==> src/rtl/counter_pkg.sv <==
// Shared constants and helpers for the synchronous modulus counter family.
//   DIR_UP / DIR_DN     : values of the UP_DN direction input.
//   MODE_WRAP / MODE_SAT: values of the SATURATE parameter.
//   params_legal()      : elaboration-time range check for WIDTH/MOD/SATURATE.
package counter_pkg;

  localparam logic DIR_UP = 1'b1;
  localparam logic DIR_DN = 1'b0;

  localparam int unsigned MODE_WRAP = 0;
  localparam int unsigned MODE_SAT  = 1;

  // WIDTH in 1..32, MOD in 2..2**WIDTH, SATURATE is 0 or 1.
  function automatic bit params_legal(input int unsigned     width,
                                      input longint unsigned mod,
                                      input int unsigned     sat);
    bit ok;
    ok = 1'b1;
    if (width < 1 || width > 32) ok = 1'b0;
    if (ok && (mod < 64'd2 || mod > (64'd1 << width))) ok = 1'b0;
    if (sat > MODE_SAT) ok = 1'b0;
    return ok;
  endfunction

endpackage

==> src/rtl/sync_mod_counter_next.sv <==
// Combinational next-state and terminal-count function of the modulus counter.
// Holds no state so several channels can share the same logic shape.
//   q_i      : current count
//   up_dn_i  : direction (DIR_UP / DIR_DN)
//   en_i     : count enable
//   load_i   : parallel load (wins over counting)
//   d_i      : load value, clamped to MOD-1
//   q_next_o : next count, excluding reset
//   tc_o     : terminal count for the current direction, not gated by enable
module sync_mod_counter_next
  import counter_pkg::*;
#(
  parameter int unsigned     WIDTH    = 3,
  parameter longint unsigned MOD      = 8,
  parameter int unsigned     SATURATE = MODE_WRAP
) (
  input  logic [WIDTH-1:0] q_i,
  input  logic             up_dn_i,
  input  logic             en_i,
  input  logic             load_i,
  input  logic [WIDTH-1:0] d_i,
  output logic [WIDTH-1:0] q_next_o,
  output logic             tc_o
);

  // Terminal value as a WIDTH-bit constant; for MOD == 2**WIDTH this is all ones.
  localparam logic [WIDTH-1:0] MaxVal = WIDTH'(MOD - 64'd1);
  localparam logic [WIDTH-1:0] One    = WIDTH'(1);

  logic at_max;
  logic at_zero;

  always_comb begin
    at_max  = (q_i == MaxVal);
    at_zero = (q_i == '0);
    tc_o    = (up_dn_i == DIR_UP) ? at_max : at_zero;

    q_next_o = q_i;
    if (load_i) begin
      // Clamp so the register never holds an out-of-range state.
      q_next_o = (d_i > MaxVal) ? MaxVal : d_i;
    end else if (en_i) begin
      if (up_dn_i == DIR_UP) begin
        if (at_max) q_next_o = (SATURATE == MODE_SAT) ? q_i : '0;
        else        q_next_o = q_i + One;
      end else begin
        if (at_zero) q_next_o = (SATURATE == MODE_SAT) ? q_i : MaxVal;
        else         q_next_o = q_i - One;
      end
    end
  end

endmodule

==> src/rtl/sync_mod_counter.sv <==
// Parametrised synchronous modulus counter with up/down, load, enable and
// optional saturation. Registers update on the falling edge of CLK.
//   CLK   : clock (falling edge active)
//   RST   : synchronous active-high reset, Q <= 0
//   EN    : count enable
//   UP_DN : direction, 1 = up, 0 = down
//   LOAD  : synchronous parallel load of D (clamped to MOD-1)
//   D     : load value
//   Q     : registered count
//   TC    : terminal count (Q == MOD-1 going up, Q == 0 going down)
//   CO    : cascade carry/borrow out, TC & EN
module sync_mod_counter
  import counter_pkg::*;
#(
  parameter int unsigned     WIDTH    = 3,
  parameter longint unsigned MOD      = 8,
  parameter int unsigned     SATURATE = MODE_WRAP
) (
  input  logic             CLK,
  input  logic             RST,
  input  logic             EN,
  input  logic             UP_DN,
  input  logic             LOAD,
  input  logic [WIDTH-1:0] D,
  output logic [WIDTH-1:0] Q,
  output logic             TC,
  output logic             CO
);

  if (!params_legal(WIDTH, MOD, SATURATE)) begin : g_bad_params
    $error("sync_mod_counter: illegal WIDTH/MOD/SATURATE combination");
  end

  logic [WIDTH-1:0] q_q;
  logic [WIDTH-1:0] q_d;
  logic [WIDTH-1:0] q_next;
  logic             tc;

  sync_mod_counter_next #(
    .WIDTH    (WIDTH),
    .MOD      (MOD),
    .SATURATE (SATURATE)
  ) u_next (
    .q_i      (q_q),
    .up_dn_i  (UP_DN),
    .en_i     (EN),
    .load_i   (LOAD),
    .d_i      (D),
    .q_next_o (q_next),
    .tc_o     (tc)
  );

  // Reset overrides load and count.
  always_comb begin
    q_d = RST ? '0 : q_next;
  end

  always_ff @(negedge CLK) begin
    q_q <= q_d;
  end

  assign Q  = q_q;
  assign TC = tc;
  assign CO = tc & EN;

endmodule

==> config.mk <==
export PLATFORM = sky130hd
export DESIGN_NAME = sync_mod_counter
export DESIGN_NICKNAME = d
export VERILOG_FILES = /design/src/rtl/counter_pkg.sv /design/src/rtl/sync_mod_counter_next.sv /design/src/rtl/sync_mod_counter.sv
export SDC_FILE = /design/constraint.sdc
export NUM_CORES = 1
export LEC_CHECK = 0
export BUFFER_PORTS_ARGS = -buffer_cell sky130_fd_sc_hd__buf_4
export CAP_MARGIN = 10
export CORE_AREA = 2 2 39 41
export CTS_BUF_LIST = sky130_fd_sc_hd__clkbuf_8
export DETAILED_ROUTE_END_ITERATION = 16
export DIE_AREA = 0 0 41 43
export SYNTH_ARGS = -nofsm -noshare
export SYNTH_HDL_FRONTEND = slang
export SYNTH_HIERARCHICAL = 1
export SYNTH_SLANG_ARGS = --single-unit
export TNS_END_PERCENT = 100
==> constraint.sdc <==
create_clock -name CLK -period 2.76 [get_ports CLK]
set_input_delay 0.276 -clock CLK [delete_from_list [all_inputs] [get_ports CLK]]
set_output_delay 0.276 -clock CLK [all_outputs]
set_load 0.05 [all_outputs]
## Word level (Yosys, flattened, before mapping)

Cells that the tools add are included.

- Flip-flop bits (word level): 3
- Bits in latches: 0
- Memory bits (writable): 0
- ROM bits: 0
- Input bits: 8
- Output and inout bits: 5
- Logic and storage cells: 15
- Memories: 0

- Add/subtract/negate cells: 2
- $mul: 0
- Divide/modulo/power cells: 0
- Order comparisons: 1
- Equality and inequality tests: 1
- Shift-type cells: 0
- Multiplexer cells: 7
- Bitwise gates (word level): 1
- Reduce and logical (&&, ||, !) cells: 2

Operators by type and width:

| operator | number |
|---|---|
| $mux 3 | 6 |
| $add 3x1->3 const B | 1 |
| $eq 3x3->1 const B | 1 |
| $gt 3x3->1 const B | 1 |
| $logic_not 3->1 | 1 |
| $sub 3x1->3 const B | 1 |
| $reduce_bool 2->1 | 1 |
| $and 1x1->1 | 1 |
| $mux 1 | 1 |

## Depth between registers and ports, before layout

- Depth after elaboration: 5
- Gate-level depth with buffers: 7
- Depth with buffers taken out: 7

## Cells and area by module

The synthesis kept the hierarchy.

By module, submodules not included:

| module | instances | cells each | area an instance (um^2) | sequential area each (um^2) |
|---|---|---|---|---|
| sync_mod_counter_next | 1 | 25 | 171.4 | 0.0 |
| sync_mod_counter | 1 | 8 | 88.8 | 60.1 |

==> key figures <==
CTS
  – Hold_buf cts: 0
  – Clk root buf: clkbuf_8
  – Clock buffer depth: 2
  – Cts bufs inserted: 3
  – Clock Latency Late Sink: 0.29 ns
  – # H-tree levels: 1
  – Clock Pin Slew Worst Setup and Hold Paths: 0.04 ns
  – Sink Count: 3
  – CTS tree: done

STA
  – Max Slew Vio Count: 0
  – RSZ-0062 raised after global routing: yes
  – Worst hold slack: 0.770 ns
  – Final hold vios: 0
  – Worst Tran Pin Value: 0.163 ns
  – Setup TNS: -0.770 ns
  – Worst Skew: 0.00120 ns
  – Final worst slack: -0.431 ns
  – Rel. slew slack: 89.1%
  – Final setup fails: 2

Global route
  – First-pass GRT wire length: 1.19 mm
  – Initial antenna violation count: 0
  – Vias in the first global route: 329
  – Largest net degree at the start of global routing: 7
  – Total GRT Usage: 10.6%
  – Grt total ovfl: 0

Drt
  – Vias per std cell: 4.18
  – WL final: 721 um
  – Drt drc: 0
  – Post-route ant nets: 0
  – Drt pass-1 iters: 3
  – Drt initial violations: 6
  – Via count: 305
  – WL/cell: 9.88 um

Placed design
  – Port bufs: 12
  – Final HPWL DP: 584 um
  – Placed cells: 66
  – Routability Congestion: 0.650
  – Placement-stage cell area: 453 um2

Pwr
  – Max VDD drop: 0.345 mV
  – Clock power frac: 51.2%
  – Sw frac: 33.2%
  – Internal power: 193 uW
  – Comb power frac: 31.0%
  – Pwr Density: 550 nW/um2
  – Leakage: 0.000252 uW
  – Reg power frac: 17.8%
  – Switching power: 95.8 uW

Synthesis
  – Largest family of logic cells by synthesized area: simple AND/OR/NAND/NOR gates
  – Synth Area in Simple Gates: 23.6%
  – Syn Inst Count: 33
  – Number of distinct library cells after synthesis: 12
  – Compound-Gate Fraction of Synth Area: 22.6%
  – #FFs+latches synth: 3
  – Mux share of post-synthesis cell area: 4.33%
  – Mean Syn Cell Area: 7.89 um2
  – Sequential fraction of the synthesis area: 23.1%
  – Synthesized area: 260 um2
  – YS warnings: 6
  – XOR/XNOR Fraction of Synth Area: 0%
  – Syn Nets: 45
  – Adder-Cell Fraction of Synth Area: 19.2%

Floorplan
  – # rows: 14
  – DIE WIDTH: 41 um
  – DIE AREA: 1760 um2
  – Core area: 1380 um2
  – I/O Pins: 13
  – Initial Util: 18.8%
  – Die Ht: 43 um

Setup path
  – Critical path's most frequent cell: ha_4
  – Kind of cell adding the most delay to the critical path: flip-flops
  – Critical path class: flop to primary output
  – Data required time of the critical path: 2.48 ns
  – CP Cell Sequence: inv_4 > ha_4 > ha_4 > mux2_4 > and2_4 > buf_8
  – Worst-path maximum fanout: 3
  – Crit-path max cell delay: 0.36 ns
  – Crit path launch type: flop
  – Worst setup EP type: primary output
  – Worst Path Arrival: 2.92 ns
  – Crit path max-delay cell type: dfxtp_4
  – Buf+Inv Stages, Crit Path: 2

Flow run
  – # Max-Cap Violations: 0

Cells and area
  – Antenna diode count: 0
  – Top reg by flops: Q
  – Max reg flops: 3
  – Area grow syn2layout: 102%
  – Share of cells above drive strength 1: 56.1%
  – Post-route insts no fill: 73
  – Nets: 70
  – Post-route cell area: 526 um2
  – Regs by FF count: Q (3)

Hold path
  – Worst hold-check path type: flop to flop

Run status
  – Status: finished with violations
  – Failing checks: setup timing
Yosys cell counts:
| library cell | instances | area (um2) |
|---|---|---|
| o211ai_1 | 2 | 15.0 |
| a22o_1 | 1 | 8.76 |
| mux2_2 | 1 | 11.3 |
| nor2b_1 | 6 | 37.5 |
| nand3b_1 | 1 | 7.51 |
| a21oi_1 | 5 | 25.0 |
| o21ai_1 | 2 | 10.0 |
| ha_1 | 4 | 50.1 |
| nor2_1 | 1 | 3.75 |
| inv_1 | 5 | 18.8 |
| dfxtp_1 | 3 | 60.1 |
| and2_1 | 2 | 12.5 |
final timing paths:
path	slack, ns	endpoint	from	cells after the start
min	0.77	Q[2]$_SDFF_NP0_	Q[2]$_SDFF_NP0_	4
min reg2reg	0.77	Q[2]$_SDFF_NP0_	Q[2]$_SDFF_NP0_	4
max	-0.43	CO	Q[0]$_SDFF_NP0_	6
max reg2reg	1.32	Q[1]$_SDFF_NP0_	Q[0]$_SDFF_NP0_	8
worst min-delay path, stage by stage, from the launching register on:
cell	delay (ns)
dfxtp_2	0.33
buf_4	0.11
a21oi_1	0.06
a21oi_1	0.12
nor2b_1	0.12
stage by stage:
stage / utilization, % / worst slack, ns / total power [uW]
final: 38.0 / -0.431 / 289
after global routing: 38.0 / -0.476 / 313
after CTS: 37.4 / -0.446 / 296
after detailed placement: 32.7 / -0.211 / 149
after global placement: 32.7 / -0.213 / 147
after floorplan: - / -0.270 / 115
cells in the final DEF (no fill, tap or decap):
master,netlist,final
and2_4,0,1
inv_4,0,2
and2_1,2,1
dfxtp_2,0,1
mux2_4,0,1
dfxtp_4,0,2
nand3b_1,1,1
ha_4,0,2
a22o_1,1,1
o21ai_1,2,2
buf_8,0,1
ha_2,0,2
buf_4,0,17
clkbuf_8,0,3
nor2_1,1,1
o211ai_1,2,2
a21oi_1,5,5
nor2b_1,6,6
inv_1,5,6
what timing repair did:
| action | in CTS | in global routing |
|---|---|---|
| setup buffers | 0 | 1 |
| endpoints found under the setup margin | 2 | 2 |
| resized for setup | 4 | 0 |
| pin swaps | 0 | 1 |
metal layers:
layer	vias up	share of wire (%)	global-route usage [%]
li1	160	-	-
met1	131	41	10.3
met2	10	49	13.8
met3	4	7.1	7.85
met4	0	3.1	10.0
met5	-	0	0
area by class of cell:
| type | instances | area (um2) |
|---|---|---|
| well taps | 16 | 20.0 |
| flip-flops and latches | 3 | 68.8 |
| multi-input cells | 25 | 218 |
| clock inverters | 4 | 15.0 |
| repair buffers | 18 | 143 |
| inverters | 4 | 20.0 |
| clock buffers | 3 | 41.3 |
| fillers | 138 | 858 |
cells by family (layout without fill, tap and decap cells):
logic type,after synthesis,after routing
AO/OA/AOI/OAI,10,10
buffers and inverters,5,29
flip-flops,3,3
adder cells (fa/ha/maj),4,4
multiplexers,1,1
AND/OR/NAND/NOR,10,10
power groups by stage:
stage / registers (uW) / clock network [uW] / logic, uW
after floorplan: 64.4 / 8.98 / 41.4
after global placement: 51.8 / 8.98 / 85.9
after detailed placement: 52.1 / 8.98 / 87.6
after CTS: 51.7 / 155 / 89.4
after global routing: 52.1 / 164 / 96.7
final: 51.5 / 148 / 89.6
Note: power is estimated with default switching activity, not from simulation.
